$ cat config.mk
export PLATFORM = sky130hd
export DESIGN_NAME = spi_request_arbiter
export DESIGN_NICKNAME = d
export VERILOG_FILES = /design/src/rtl/spi_request_arbiter_pkg.sv /design/src/rtl/spi_request_arbiter_rr_arbiter.sv /design/src/rtl/spi_request_arbiter.sv
export SDC_FILE = /design/constraint.sdc
export NUM_CORES = 1
export LEC_CHECK = 0
export BUFFER_PORTS_ARGS = -buffer_cell sky130_fd_sc_hd__buf_2
export CAP_MARGIN = 20
export CORE_ASPECT_RATIO = 1.75
export CORE_UTILIZATION = 52
export CTS_CLUSTER_DIAMETER = 200
export DETAILED_ROUTE_END_ITERATION = 16
export GPL_TIMING_DRIVEN = 1
export PLACE_DENSITY = 0.83
export SLEW_MARGIN = 5
export SYNTH_ARGS = -nofsm -noshare
export SYNTH_HDL_FRONTEND = slang
export SYNTH_SLANG_ARGS = --single-unit
$ cat constraint.sdc
create_clock -name clk -period 4.79 [get_ports clk]
set_input_delay 1.1975 -clock clk [delete_from_list [all_inputs] [get_ports clk]]
set_output_delay 1.1975 -clock clk [all_outputs]
set_load 0.005 [all_outputs]
$ cat src/rtl/spi_request_arbiter_pkg.sv
// Shared types and default widths for the SPI request arbiter slice.
package spi_arb_pkg;

    localparam int DATA_W = 8;
    localparam int SS_W   = 2;

    // All-ones slave select: no slave addressed, transfer is refused.
    localparam logic [SS_W-1:0] SS_NONE = '1;

    typedef enum logic [2:0] {
        ST_IDLE  = 3'd0,
        ST_START = 3'd1,
        ST_WAIT  = 3'd2,
        ST_RESP  = 3'd3,
        ST_GAP   = 3'd4
    } state_t;

endpackage

$ cat src/rtl/spi_request_arbiter_rr_arbiter.sv
// Combinational round-robin picker: first valid requester at or after rr_ptr.
module rr_arbiter #(
    parameter  int NUM_REQ = 4,
    localparam int IDX_W   = $clog2(NUM_REQ)
) (
    input  logic [NUM_REQ-1:0] req_valid,
    input  logic [IDX_W-1:0]   rr_ptr,
    output logic [NUM_REQ-1:0] grant,
    output logic [IDX_W-1:0]   grant_idx,
    output logic               grant_vld
);

    // Scan NUM_REQ positions starting at rr_ptr with wrap; the first hit wins.
    always_comb begin
        int unsigned pos;
        logic [IDX_W-1:0] idx;
        grant     = '0;
        grant_idx = '0;
        grant_vld = 1'b0;
        pos       = 0;
        idx       = '0;
        for (int unsigned off = 0; off < NUM_REQ; off++) begin
            pos = 32'(rr_ptr) + off;
            if (pos >= NUM_REQ) begin
                pos = pos - NUM_REQ;
            end
            idx = IDX_W'(pos);
            if (!grant_vld && req_valid[idx]) begin
                grant_vld   = 1'b1;
                grant_idx   = idx;
                grant[idx]  = 1'b1;
            end
        end
    end

endmodule

$ cat src/rtl/spi_request_arbiter.sv
// Shares one SPI master among NUM_REQ requesters: round-robin accept, one
// start pulse per frame, response strobe back to the winner, idle gap after.
// Optional wait timeout enabled by defining SPI_TIMEOUT_EN.
module spi_request_arbiter #(
    parameter  int NUM_REQ        = 4,
    parameter  int DATA_W         = spi_arb_pkg::DATA_W,
    parameter  int SS_W           = spi_arb_pkg::SS_W,
    parameter  int GAP_CYCLES     = 2,
    parameter  int TIMEOUT_CYCLES = 64,
    localparam int IDX_W          = $clog2(NUM_REQ)
) (
    input  logic                      clk,
    input  logic                      reset,
    input  logic [NUM_REQ-1:0]        req_valid,
    output logic [NUM_REQ-1:0]        req_ready,
    input  logic [NUM_REQ*SS_W-1:0]   req_slave_select,
    input  logic [NUM_REQ*DATA_W-1:0] req_data,
    output logic [NUM_REQ-1:0]        rsp_valid,
    output logic [DATA_W-1:0]         rsp_data,
    output logic                      rsp_err,
    output logic                      master_start,
    output logic [SS_W-1:0]           master_slave_select,
    output logic [DATA_W-1:0]         master_data_to_send,
    input  logic                      master_done,
    input  logic [DATA_W-1:0]         master_data_received,
    output logic                      busy,
    output logic [IDX_W-1:0]          grant_id
);

    import spi_arb_pkg::*;

    localparam logic [SS_W-1:0] SS_ALL1 = '1;
    localparam int GAP_W = (GAP_CYCLES > 0) ? $clog2(GAP_CYCLES + 1) : 1;

    state_t              state_q, state_d;
    logic [IDX_W-1:0]    rr_ptr_q, rr_ptr_d;
    logic [IDX_W-1:0]    grant_id_q, grant_id_d;
    logic [SS_W-1:0]     ss_q, ss_d;
    logic [DATA_W-1:0]   txd_q, txd_d;
    logic [DATA_W-1:0]   rsp_data_q, rsp_data_d;
    logic                rsp_err_q, rsp_err_d;
    logic [GAP_W-1:0]    gap_cnt_q, gap_cnt_d;
`ifdef SPI_TIMEOUT_EN
    localparam int TO_W = $clog2(TIMEOUT_CYCLES + 1);
    logic [TO_W-1:0]     to_cnt_q, to_cnt_d;
`endif

    logic [NUM_REQ-1:0]  arb_grant;
    logic [IDX_W-1:0]    arb_idx;
    logic                arb_vld;
    logic [SS_W-1:0]     sel_ss;
    logic [DATA_W-1:0]   sel_data;
    logic                xfer_phase;

    rr_arbiter #(
        .NUM_REQ (NUM_REQ)
    ) u_rr (
        .req_valid (req_valid),
        .rr_ptr    (rr_ptr_q),
        .grant     (arb_grant),
        .grant_idx (arb_idx),
        .grant_vld (arb_vld)
    );

    assign sel_ss   = req_slave_select[32'(arb_idx)*SS_W +: SS_W];
    assign sel_data = req_data[32'(arb_idx)*DATA_W +: DATA_W];

    // Next-state logic: accept, launch, wait for done, respond, then idle gap.
    always_comb begin
        state_d    = state_q;
        rr_ptr_d   = rr_ptr_q;
        grant_id_d = grant_id_q;
        ss_d       = ss_q;
        txd_d      = txd_q;
        rsp_data_d = rsp_data_q;
        rsp_err_d  = rsp_err_q;
        gap_cnt_d  = gap_cnt_q;
`ifdef SPI_TIMEOUT_EN
        to_cnt_d   = to_cnt_q;
`endif
        case (state_q)
            ST_IDLE: begin
                if (arb_vld) begin
                    grant_id_d = arb_idx;
                    ss_d       = sel_ss;
                    txd_d      = sel_data;
                    if (sel_ss == SS_ALL1) begin
                        rsp_data_d = '0;
                        rsp_err_d  = 1'b1;
                        state_d    = ST_RESP;
                    end else begin
                        state_d    = ST_START;
                    end
                end
            end
            ST_START: begin
                state_d = ST_WAIT;
`ifdef SPI_TIMEOUT_EN
                to_cnt_d = '0;
`endif
            end
            ST_WAIT: begin
                // Done has priority over a timeout expiring in the same cycle.
                if (master_done) begin
                    rsp_data_d = master_data_received;
                    rsp_err_d  = 1'b0;
                    state_d    = ST_RESP;
                end
`ifdef SPI_TIMEOUT_EN
                else if (to_cnt_q == TO_W'(TIMEOUT_CYCLES - 1)) begin
                    rsp_data_d = '0;
                    rsp_err_d  = 1'b1;
                    state_d    = ST_RESP;
                end else begin
                    to_cnt_d = to_cnt_q + TO_W'(1);
                end
`endif
            end
            ST_RESP: begin
                rr_ptr_d = (grant_id_q == IDX_W'(NUM_REQ - 1)) ? '0 : grant_id_q + IDX_W'(1);
                if (GAP_CYCLES > 0) begin
                    gap_cnt_d = '0;
                    state_d   = ST_GAP;
                end else begin
                    state_d   = ST_IDLE;
                end
            end
            ST_GAP: begin
                if (gap_cnt_q == GAP_W'(GAP_CYCLES - 1)) begin
                    state_d = ST_IDLE;
                end else begin
                    gap_cnt_d = gap_cnt_q + GAP_W'(1);
                end
            end
            default: begin
                state_d = ST_IDLE;
            end
        endcase
    end

    // State and datapath registers with synchronous reset.
    always_ff @(posedge clk) begin
        if (reset) begin
            state_q    <= ST_IDLE;
            rr_ptr_q   <= '0;
            grant_id_q <= '0;
            ss_q       <= '1;
            txd_q      <= '0;
            rsp_data_q <= '0;
            rsp_err_q  <= 1'b0;
            gap_cnt_q  <= '0;
`ifdef SPI_TIMEOUT_EN
            to_cnt_q   <= '0;
`endif
        end else begin
            state_q    <= state_d;
            rr_ptr_q   <= rr_ptr_d;
            grant_id_q <= grant_id_d;
            ss_q       <= ss_d;
            txd_q      <= txd_d;
            rsp_data_q <= rsp_data_d;
            rsp_err_q  <= rsp_err_d;
            gap_cnt_q  <= gap_cnt_d;
`ifdef SPI_TIMEOUT_EN
            to_cnt_q   <= to_cnt_d;
`endif
        end
    end

    // Master-side fields are only presented while a frame is in flight.
    assign xfer_phase          = (state_q == ST_START) || (state_q == ST_WAIT);
    assign master_slave_select = xfer_phase ? ss_q : SS_ALL1;
    assign master_data_to_send = xfer_phase ? txd_q : '0;
    assign master_start        = (state_q == ST_START);

    assign req_ready = (state_q == ST_IDLE) ? arb_grant : '0;
    assign rsp_valid = (state_q == ST_RESP) ? (NUM_REQ'(1) << grant_id_q) : '0;
    assign rsp_data  = rsp_data_q;
    assign rsp_err   = rsp_err_q;
    assign busy      = (state_q != ST_IDLE);
    assign grant_id  = grant_id_q;

endmodule
==> results of run 1 <==
[sequential cells by signal, indices dropped and copies added (netlist names)]
register,count
rsp_data,8
txd_q,8
state_q,3
gap_cnt_q,2
grant_id,2
rr_ptr_q,2
ss_q,2
rsp_err,1
[where the power goes]
group / internal [mW] / total, mW / switching [mW]
sequential: 0.305 / 0.363 / 0.0576
combinational: 0.296 / 0.722 / 0.426
clock: 0.0734 / 0.143 / 0.0700
total: 0.675 / 1.23 / 0.554
[critical path, delay by kind of cell (launching register included)]
family / cells / cell delay [ns]
AO/OA/AOI/OAI: 3 / 0.31
buffers and inverters: 2 / 0.37
AND/OR/NAND/NOR: 2 / 0.36
adder cells (fa/ha/maj): 1 / 0.52
multiplexers: 1 / 0.43
flip-flops: 1 / 0.51
[kinds of logic (layout without fill, tap and decap cells)]
| family | count (synthesis) | after routing | synth area share (%) |
|---|---|---|---|
| buffers and inverters | 38 | 101 | 9.54 |
| AO/OA/AOI/OAI | 80 | 80 | 23.9 |
| multiplexers | 10 | 10 | 5.36 |
| adder cells (fa/ha/maj) | 13 | 13 | 6.11 |
| flip-flops | 28 | 28 | 21.1 |
| AND/OR/NAND/NOR | 166 | 166 | 33.7 |
| XOR/XNOR | 1 | 1 | 0.329 |
[through the flow]
| stage | hold slack (ns) | worst slack [ns] | power [mW] | cell area, sq um |
|---|---|---|---|---|
| floorplan | 0.430 | 0.823 | 0.931 | 2660 |
| global route | 0.489 | 0.627 | 1.33 | 3020 |
| CTS | 0.466 | 0.837 | 1.23 | 3010 |
| global placement | 0.443 | 0.973 | 1.06 | 2960 |
| finish | 0.462 | 0.815 | 1.23 | 3020 |
| detailed placement | 0.448 | 0.919 | 1.08 | 2960 |
[worst max-delay path by stage]
stage	startpoint	to	slack, ns	cells past startpoint
finish	rr_ptr_q[1]	req_ready[3]	0.82	9
floorplan	rr_ptr_q[0]	req_ready[0]	0.82	14
CTS	rr_ptr_q[1]	req_ready[3]	0.84	9
detailed placement	req_valid[2]	req_ready[3]	0.92	8
global route	rr_ptr_q[1]	req_ready[1]	0.63	9
global placement	req_valid[2]	req_ready[2]	0.97	8
[area by class of cell]
class                   instances  area, sq um
flip-flops and latches         28          562
multi-input cells             270         1850
inverters                       8         30.0
fillers                       460         1920
clock buffers                   4         55.1
repair buffers                 89          453
well taps                      54         67.6
[layer usage]
layer | wire, microns | vias to the layer above | GRT usage (%) | part of all wire [%]
met3 | 325 | 10 | 2.01 | 4.8
li1 | - | 1379 | - | -
met5 | 0 | - | 0 | 0
met2 | 3680 | 104 | 46.3 | 54
met1 | 2690 | 1319 | 28.7 | 40
met4 | 119 | 0 | 7.69 | 1.7
[cells in the mapped netlist, types with 2 or more instances]
master / n / share of area, %
sky130_fd_sc_hd__nor2_1: 28 / 3.9
sky130_fd_sc_hd__a2111o_1: 7 / 3.0
sky130_fd_sc_hd__buf_6: 4 / 1.7
sky130_fd_sc_hd__clkbuf_8: 4 / 2.1
sky130_fd_sc_hd__clkbuf_1: 8 / 1.1
sky130_fd_sc_hd__nor3_1: 47 / 8.8
sky130_fd_sc_hd__o21ai_0: 11 / 2.1
sky130_fd_sc_hd__nand2_1: 21 / 3.0
sky130_fd_sc_hd__o21ai_1: 2 / 0.38
sky130_fd_sc_hd__nor4_1: 3 / 0.70
sky130_fd_sc_hd__buf_2: 7 / 1.3
sky130_fd_sc_hd__o221ai_1: 2 / 0.66
sky130_fd_sc_hd__buf_4: 4 / 1.1
sky130_fd_sc_hd__a32o_1: 8 / 3.0
sky130_fd_sc_hd__nand3b_1: 2 / 0.56
sky130_fd_sc_hd__nand3_1: 11 / 2.1
sky130_fd_sc_hd__inv_1: 8 / 1.1
sky130_fd_sc_hd__a22oi_1: 4 / 1.1
sky130_fd_sc_hd__a21oi_1: 16 / 3.0
sky130_fd_sc_hd__nor2_8: 2 / 1.5
sky130_fd_sc_hd__dfxtp_1: 28 / 21
sky130_fd_sc_hd__a211oi_1: 2 / 0.56
sky130_fd_sc_hd__and2_1: 13 / 3.1
sky130_fd_sc_hd__ha_1: 13 / 6.1
sky130_fd_sc_hd__mux4_2: 2 / 1.7
sky130_fd_sc_hd__o21a_1: 8 / 2.3
sky130_fd_sc_hd__or3_1: 20 / 4.7
sky130_fd_sc_hd__a211o_1: 2 / 0.66
sky130_fd_sc_hd__nand4_1: 8 / 1.9
sky130_fd_sc_hd__o22ai_1: 2 / 0.47
sky130_fd_sc_hd__mux2i_1: 6 / 2.3
[placed cells by master (no fill, tap or decap), drive strengths merged, types with 3 or more instances in the layout]
cell	count
a2111o	7
a21oi	16
a22oi	4
a32o	8
and2	13
buf	88
clkbuf	5
dfxtp	28
ha	13
inv	8
mux2i	7
nand2	21
nand3	11
nand4	8
nor2	31
nor3	49
nor4	3
o21a	9
o21ai	13
o221ai	3
or2	3
or3	21
==> implementation parameters, run 1 <==
Parameter                              Value

Clock network
  Insertion delay of the later-clocked pin in the worst-skew pair    about 0.27 ns
  Cts hold-fix bufs    0
  Post_cts resized    0
  CTS H-tree depth    1
  Clock Path Buffers    2
  Clock tree from TritonCTS    yes
  Post-CTS setup buffer count    0
  Sink Count    28
  Reg clk slew, reported paths    around 0.090 ns
  Clock Root Buffer    sky130_fd_sc_hd__clkbuf_8
  CTS buffer count    3

Global route
  All-Layer GR Usage    24.7%
  First-pass GRT wire length    between 10000 and 15000 microns
  Maximum number of pins on one net before global-route repair    60
  Initial antenna violation count    0
  Number of global-route vias before repair    around 2600
  Overall overflow remaining after global route    0

Worst hold path
  Classification of the worst-slack hold path    reg -> reg
  Hold depth    2
  Worst hold path startpoint    rsp_err
  Endpoint of the worst hold path    rsp_err

Worst setup path
  Crit path capture type    primary output
  Reg-to-reg critical path startpoint    rr_ptr_q[1]
  Worst-path cell chain    inv_1, ha_1, mux4_2, nor2b_2, a22oi_1, nor2_1, a21oi_1, a21oi_1, buf_2
  Library cell contributing the largest single delay on the critical path    sky130_fd_sc_hd__ha_1
  Reg2reg path depth    9
  Worst setup slack for register-to-register paths    roughly 1.6 ns
  Element type at the critical path start    flop
  Critical path data required time    around 3.6 ns
  Cell occurring most often along the worst timing path    sky130_fd_sc_hd__a21oi_1
  Category of the critical setup timing path    reg -> out
  Largest driver fanout on the critical path    10
  Reg-to-Reg End    txd_q[7]
  Biggest cell delay along the critical path    approximately 0.52 ns
  Signal arrival time at the worst endpoint    2.78 ns

Placement
  HPWL reported at the end of detailed placement    between 5000 and 6000 microns
  Number of port buffers    85
  Cell count after placement    448
  Gpl congestion    0.775

Timing
  Time the final worst path needs with I/O delays and setup    between 3 and 4 ns
  Worst clock skew    0.00324 ns
  Setup repair after global routing missed its margin    no
  Period utilisation layout    between 80% and 90%
  Final-report setup violation count    0
  Number of failing hold endpoints at the final stage    0
  Max-Slew Margin vs Limit    a little over two fifths
  Sum of negative setup slack    0 ns
  Worst-Margin Slew    ~0.86 ns
  Achievable clock frequency    roughly 250 MHz
  Count of final max-slew check failures    0

Routing
  Detailed-route wire length per cell    ~15 microns
  Initial DRT Pass Iterations    4
  Vias/cell    just over 6
  Detailed-route DRC error count    0
  Initial drt markers    85
  Number of routed nets with antenna violations    0
  Via count of the routed design    between 2000 and 3000
  DRT Wirelength    6810 microns

Synth
  Average cell area after synthesis    roughly 7.9 sq um
  Post-synth EDFFs    0
  FFs w/ async S/R, synth    0%
  Number of synthesized register bits    28
  Number of nets in the synthesized netlist    between 400 and 500
  Mapped cell area    2660 sq um
  Most used DFF post-synth    sky130_fd_sc_hd__dfxtp_1
  Syn. warnings    0
  Seq/Total Area, Yosys    between 20% and 30%
  Count of cell types in the netlist    64
  Synthesized netlist cell count    between 300 and 400

Floorplan
  DIE WIDTH    about 56 microns
  Effective utilization at floorplan    54.0%
  Std cell rows    34
  DIE AREA    5420 sq um
  Floorplan Core Area    4930 sq um
  Overall die height    roughly 97 microns
  Total I/O pin count    86

Power
  P per Cell Area    roughly 400 nW/um^2
  Leak pwr    approximately 1.2 nW
  Maximum ir drop on the vdd rail    0.316 mV

Cells and area
  Post-layout nets    about 470
  Util after Layout    just over 60%
  Final Instance Count excl. Fillers    approximately 450
  Diode insertion count for antenna repair    0
  Area growth from synthesis to layout    13.3%
  Fraction of layout instances using a drive strength above 1    28.1%

Run
  Number of maximum-capacitance constraint violations    0

Status
  Status    finished clean
Power figures use the tool's default switching activity.
==> run 2, diff against run 1 <==
--- a/config.mk
+++ b/config.mk
@@ -8,11 +8,11 @@
 export BUFFER_PORTS_ARGS = -buffer_cell sky130_fd_sc_hd__buf_2
 export CAP_MARGIN = 20
 export CORE_ASPECT_RATIO = 1.75
-export CORE_UTILIZATION = 52
+export CORE_UTILIZATION = 47
 export CTS_CLUSTER_DIAMETER = 200
 export DETAILED_ROUTE_END_ITERATION = 16
 export GPL_TIMING_DRIVEN = 1
-export PLACE_DENSITY = 0.83
+export PLACE_DENSITY = 0.79
 export SLEW_MARGIN = 5
 export SYNTH_ARGS = -nofsm -noshare
 export SYNTH_HDL_FRONTEND = slang
==> constraint.sdc (replaced) <==
create_clock -name clk -period 3.6 [get_ports clk]
set_input_delay 0.9 -clock clk [delete_from_list [all_inputs] [get_ports clk]]
set_output_delay 0.9 -clock clk [all_outputs]
set_load 0.005 [all_outputs]
==> implementation parameters, run 2 (synthesized netlist as in run 1, its figures left out) <==
Parameter                              Value

Timing
  Setup repair after global routing missed its margin    no
  Worst clock skew    0.00728 ns (+0.00403 ns)
  Worst-Margin Slew    0.787 ns (-0.0744 ns)
  Final Hold Slack    0.462 ns (+0.0000270 ns)
  Final-report setup violation count    0 (unchanged)
  Sum of negative setup slack    0 ns (unchanged)
  Period utilisation layout    around 94%
  Number of failing hold endpoints at the final stage    0 (unchanged)
  Max-Slew Margin vs Limit    47.1% (+5.0 points)
  Count of final max-slew check failures    0 (unchanged)
  Achievable clock frequency    roughly 300 MHz
  Time the final worst path needs with I/O delays and setup    around 3.4 ns

Floorplan
  Floorplan Core Area    5340 sq um (+8.3%)
  DIE AREA    5980 sq um (+10%)
  Total I/O pin count    86 (unchanged)
  Overall die height    102 microns (+5.1%)
  Std cell rows    35 (+2.9%)
  Effective utilization at floorplan    49.8% (-4.1 points)
  DIE WIDTH    58.9 microns (+5.0%)

Cells and area
  Post-layout nets    470 (+0.43%)
  Fraction of layout instances using a drive strength above 1    28.7% (+0.61 points)
  Final Instance Count excl. Fillers    476 (+5.1%)
  Area growth from synthesis to layout    15.1%
  Commonest non-fill, non-tap cells in the layout    sky130_fd_sc_hd__buf_2 (85), sky130_fd_sc_hd__nor3_1 (47), sky130_fd_sc_hd__nor2_1 (28)
  Util after Layout    57.4% (-3.8 points)
  Most common cell after layout, fill and taps aside    sky130_fd_sc_hd__buf_2

Worst setup path
  Element type at the critical path start    flop
  Category of the critical setup timing path    reg -> out
  Crit path capture type    primary output
  Critical path data required time    2.70 ns (-0.89 ns)
  Signal arrival time at the worst endpoint    2.48 ns (-0.30 ns)
  Largest driver fanout on the critical path    10 (unchanged)

Placement
  Cell count after placement    471 (+5.1%)
  HPWL reported at the end of detailed placement    5220 microns (+2.8%)
  Number of port buffers    85 (unchanged)
  Gpl congestion    0.741 (-4.4%)

Routing
  Initial DRT Pass Iterations    4 (unchanged)
  Initial drt markers    97 (+14%)
  Detailed-route wire length per cell    14.5 microns (-3.6%)
  Number of routed nets with antenna violations    0 (unchanged)
  DRT Wirelength    6900 microns (+1.3%)
  Detailed-route DRC error count    0 (unchanged)
  Via count of the routed design    2785 (-0.96%)
  Vias/cell    5.85 (-5.7%)

Power
  Leak pwr    1.26 nW (+0.75%)
  Maximum ir drop on the vdd rail    0.425 mV (+35%)
  P per Cell Area    534 nW/um^2 (+31%)

Worst hold path
  Classification of the worst-slack hold path    reg -> reg

Clock network
  Clock Path Buffers    2 (unchanged)
  Post_cts resized    0 (unchanged)
  CTS H-tree depth    1 (unchanged)
  CTS buffer count    3 (unchanged)
  Clock Root Buffer    sky130_fd_sc_hd__clkbuf_8
  Sink Count    28 (unchanged)
  Post-CTS setup buffer count    0 (unchanged)
  Cts hold-fix bufs    0 (unchanged)
  Clock tree from TritonCTS    yes
  Insertion delay of the later-clocked pin in the worst-skew pair    0.27 ns (about the same)
  Reg clk slew, reported paths    0.10 ns (about the same)

Global route
  All-Layer GR Usage    23.0% (-1.7 points)
  Initial antenna violation count    0 (unchanged)
  First-pass GRT wire length    10900 microns (-2.9%)
  Number of global-route vias before repair    2508 (-2.5%)
  Maximum number of pins on one net before global-route repair    52 (-13%)
  Overall overflow remaining after global route    0 (unchanged)

Status
  Status    finished clean

Run
  Number of maximum-capacitance constraint violations    0 (unchanged)
## run 2: cell count changes in the layout (fill, tap and decap cells not counted)
| cell | change |
|---|---|
| sky130_fd_sc_hd__diode_2 | +1 |
| sky130_fd_sc_hd__clkbuf_2 | -1 |
| sky130_fd_sc_hd__buf_4 | +3 |
| sky130_fd_sc_hd__ha_2 | +1 |
| sky130_fd_sc_hd__ha_1 | -1 |
## run 2: metal layers
metal  vias to the layer above  part of all wire, %  GRT usage, %
li1                       1386                    -             -
met1                      1296                   41          26.4
met2                        88                   52          42.6
met3                        15                  4.7          1.92
met4                         0                  2.4          8.97
met5                         -                    0             0
## run 2: cell type report
cell class,instances,area [sq um]
repair buffers,91,470
inverters,8,30.0
clock buffers,4,55.1
multi-input cells,270,1850
flip-flops and latches,28,562
diodes,1,2.50
well taps,74,92.6
fillers,537,2280
## run 2: report_power, final
group	internal (mW)	total, mW	switching [mW]
sequential	0.406	0.481	0.0747
clock	0.0979	0.193	0.0948
combinational	0.399	0.964	0.565
## run 2: final timing paths
check                   start      endpoint  slack (ns)  cells after the start
setup / recovery  rr_ptr_q[0]  req_ready[3]        0.22                      9
hold / removal        rsp_err       rsp_err        0.46                      2
setup reg to reg  rr_ptr_q[0]      txd_q[7]        0.74                      9
hold reg to reg       rsp_err       rsp_err        0.46                      2
## run 2: worst max-delay path: stages (launching register included)
cell and delay, ns:
sky130_fd_sc_hd__dfxtp_2 0.48, sky130_fd_sc_hd__inv_1 0.10, sky130_fd_sc_hd__ha_2 0.44, sky130_fd_sc_hd__mux4_2 0.40, sky130_fd_sc_hd__nor2b_2 0.23, sky130_fd_sc_hd__a22oi_1 0.10, sky130_fd_sc_hd__nor2_1 0.10, sky130_fd_sc_hd__a21oi_1 0.05
sky130_fd_sc_hd__a21oi_1 0.17, sky130_fd_sc_hd__buf_2 0.13
## run 2: through the flow
stage	worst slack, ns	cell area (sq um)	power (mW)
2_1_floorplan	0.0255	2660	1.24
3_3_place_gp	0.376	3010	1.42
3_5_place_dp	0.332	3010	1.45
4_1_cts	0.171	3060	1.64
5_1_grt	0.0445	3060	1.78
6_report	0.220	3070	1.64
==> run 3, diff against run 2 <==
--- a/config.mk
+++ b/config.mk
@@ -7,12 +7,14 @@
 export LEC_CHECK = 0
 export BUFFER_PORTS_ARGS = -buffer_cell sky130_fd_sc_hd__buf_2
 export CAP_MARGIN = 20
+export CELL_PAD_IN_SITES_DETAIL_PLACEMENT = 2
+export CELL_PAD_IN_SITES_GLOBAL_PLACEMENT = 2
 export CORE_ASPECT_RATIO = 1.75
-export CORE_UTILIZATION = 47
+export CORE_UTILIZATION = 26
 export CTS_CLUSTER_DIAMETER = 200
 export DETAILED_ROUTE_END_ITERATION = 16
 export GPL_TIMING_DRIVEN = 1
-export PLACE_DENSITY = 0.79
+export PLACE_DENSITY = 0.78
 export SLEW_MARGIN = 5
 export SYNTH_ARGS = -nofsm -noshare
 export SYNTH_HDL_FRONTEND = slang
==> constraint.sdc (replaced) <==
create_clock -name clk -period 3.1 [get_ports clk]
set_input_delay 0.775 -clock clk [delete_from_list [all_inputs] [get_ports clk]]
set_output_delay 0.775 -clock clk [all_outputs]
set_load 0.005 [all_outputs]
==> implementation parameters, run 3 (synthesized netlist as in run 1, its figures left out) <==
Parameter                              Value

Timing
  Worst-Margin Slew    0.834 ns (+0.0465 ns)
  Max-Slew Margin vs Limit    44.0% (-3.1 points)
  Time the final worst path needs with I/O delays and setup    around 3 ns
  Worst clock skew    0.00603 ns (-0.00124 ns)
  Achievable clock frequency    around 330 MHz
  Sum of negative setup slack    0 ns (unchanged)
  Period utilisation layout    a little over nine tenths
  Count of final max-slew check failures    0 (unchanged)
  Final Hold Slack    0.459 ns (-0.00288 ns)
  Setup repair after global routing missed its margin    yes
  Number of failing hold endpoints at the final stage    0 (unchanged)
  Final-report setup violation count    0 (unchanged)

Placement
  Placed Instance Area    3150 sq um (+4.7%)
  HPWL reported at the end of detailed placement    7610 microns (+46%)
  Number of port buffers    85 (unchanged)
  Gpl congestion    0.779 (+5.1%)

Floorplan
  Floorplan Core Area    9910 sq um (+85%)
  DIE WIDTH    78.5 microns (+33%)
  Effective utilization at floorplan    26.9% (-23 points)
  Overall die height    136 microns (+34%)
  Total I/O pin count    86 (unchanged)
  DIE AREA    10700 sq um (+78%)
  Std cell rows    48 (+37%)

Routing
  Initial drt markers    64 (-34%)
  Met3 routed WL    223 microns (-31%)
  Routed length on met2    5490 microns (+53%)
  Initial DRT Pass Iterations    4 (unchanged)
  Detailed-route wire length per cell    18.0 microns (+24%)
  Highest metal layer with signal wires    met4
  Via count of the routed design    2896 (+4.0%)
  Detailed-route DRC error count    0 (unchanged)
  Number of routed nets with antenna violations    0 (unchanged)
  DRT Wirelength    9730 microns (+41%)
  Routed length on met1    3830 microns (+36%)
  Vias/cell    5.34 (-8.7%)

Cells and area
  Area of combinational cells with multiple inputs    1880 sq um (+1.4%)
  Diode insertion count for antenna repair    0 (-1)
  Most common cell after layout, fill and taps aside    sky130_fd_sc_hd__buf_2
  Filler cells    1191 (+120%)
  Post-layout nets    486 (+3.4%)
  Fraction of layout instances using a drive strength above 1    32.1% (+3.5 points)
  Finished layout cell area    3360 sq um (+9.7%)
  Area growth from synthesis to layout    26.3%
  Commonest non-fill, non-tap cells in the layout    sky130_fd_sc_hd__buf_2 (81), sky130_fd_sc_hd__nor3_1 (47), sky130_fd_sc_hd__nor2_1 (28)
  Register area    564 sq um (+0.45%)

Run
  Number of maximum-capacitance constraint violations    0 (unchanged)

Worst setup path
  Sum of buffers and inverters on the critical path    2 (unchanged)
  Crit path capture type    primary output
  Cell occurring most often along the worst timing path    sky130_fd_sc_hd__a21oi_1
  Category of the critical setup timing path    in -> out
  Signal arrival time at the worst endpoint    2.29 ns (-0.19 ns)
  Critical path data required time    2.32 ns (-0.38 ns)
  Biggest cell delay along the critical path    0.57 ns (+0.09 ns)
  Dominant delay contributor by cell family on the critical path    multiplexers
  Worst-path cell chain    buf_4, mux4_2, nor2b_4, a22oi_1, nor2_1, a21oi_1, a21oi_1, buf_2
  Element type at the critical path start    input port
  Library cell contributing the largest single delay on the critical path    sky130_fd_sc_hd__mux4_2
  Largest driver fanout on the critical path    6 (-4)

Global route
  Number of global-route vias before repair    3121 (+24%)
  Maximum number of pins on one net before global-route repair    53 (+1.9%)
  Overall overflow remaining after global route    0 (unchanged)
  All-Layer GR Usage    18.6% (-4.4 points)
  Initial antenna violation count    0 (unchanged)
  First-pass GRT wire length    15500 microns (+42%)

Clock network
  Reg clk slew, reported paths    0.07 ns (-0.03 ns)
  Insertion delay of the later-clocked pin in the worst-skew pair    0.27 ns (about the same)
  Sink Count    28 (unchanged)
  Clock tree from TritonCTS    yes
  Cts hold-fix bufs    0 (unchanged)
  Clock Path Buffers    2 (unchanged)
  CTS H-tree depth    1 (unchanged)
  Clock Root Buffer    sky130_fd_sc_hd__clkbuf_16
  CTS buffer count    3 (unchanged)

Power
  Overall power after layout    2.24 mW (+37%)
  Maximum ir drop on the vdd rail    0.256 mV (-40%)
  Leak pwr    1.38 nW (+9.8%)
  P per Cell Area    666 nW/um^2 (+25%)

Status
  Status    finished clean

Worst hold path
  Classification of the worst-slack hold path    reg -> reg
[run 3: cell types whose count changed in the layout (fill, tap and decap cells not counted), sizes merged]
cell    previous run  this run
diode              1         0
buf               91       107
bufinv             0         1
clkbuf             4         3
[run 3: timing repair]
item                                    CTS  global route
resized for setup                         1            11
pin swaps                                 0             4
gates cloned                              0             0
endpoints found under the setup margin    3             4
buffers inserted                          0             8
hold endpoints to repair                  0             0
[run 3: final timing paths]
kind | from | end | slack, ns | cells past startpoint
worst max-delay path | req_valid[3] | req_ready[1] | 0.04 | 8
worst min-delay path | txd_q[5] | txd_q[5] | 0.46 | 2
worst max register to register | rr_ptr_q[1] | txd_q[7] | 0.42 | 11
worst min register to register | txd_q[5] | txd_q[5] | 0.46 | 2
[run 3: worst register-to-register path, stage by stage (launching register included)]
cell                      delay, ns
sky130_fd_sc_hd__dfxtp_1       0.34
sky130_fd_sc_hd__inv_1         0.09
sky130_fd_sc_hd__ha_4          0.30
sky130_fd_sc_hd__mux4_2        0.41
sky130_fd_sc_hd__nor2b_4       0.22
sky130_fd_sc_hd__buf_4         0.14
sky130_fd_sc_hd__buf_4         0.18
sky130_fd_sc_hd__buf_4         0.24
sky130_fd_sc_hd__nor3_1        0.07
sky130_fd_sc_hd__o21ai_1       0.13
sky130_fd_sc_hd__or4b_1        0.44
sky130_fd_sc_hd__nand3_1       0.07
[run 3: area by class of cell]
| type | count | share of cell area (%) |
|---|---|---|
| Multi-Input combinational cell | 270 | 55.9 |
| Inverter | 8 | 0.968 |
| Timing Repair Buffer | 107 | 18.6 |
| Sequential cell | 28 | 16.8 |
| Clock buffer | 3 | 2.23 |
| Tap cell | 125 | 4.65 |
| Clock inverter | 1 | 0.893 |
[run 3: layer usage]
metal  global-route usage, %  up-vias
li1                        -     1408
met3                    1.21       11
met1                    20.2     1417
met5                       0        -
met4                    6.38        0
met2                    37.0       60
[run 3: stage by stage]
stage          instances  util [%]  setup WS [ns]
2_1_floorplan        336         -       -0.00980
3_3_place_gp         530      31.8          0.117
3_5_place_dp         530      31.8        -0.0300
4_1_cts              534      32.9         0.0105
5_1_grt              542      33.9        -0.0221
6_report             542      33.9         0.0375
[run 3: power by group]
group / leakage, nW / switching (mW) / total (mW) / internal (mW)
Clock: 0.0511 / 0.129 / 0.387 / 0.257
Combinational: 1.10 / 0.750 / 1.29 / 0.541
Sequential: 0.230 / 0.0908 / 0.563 / 0.473
Total: 1.38 / 0.970 / 2.24 / 1.27
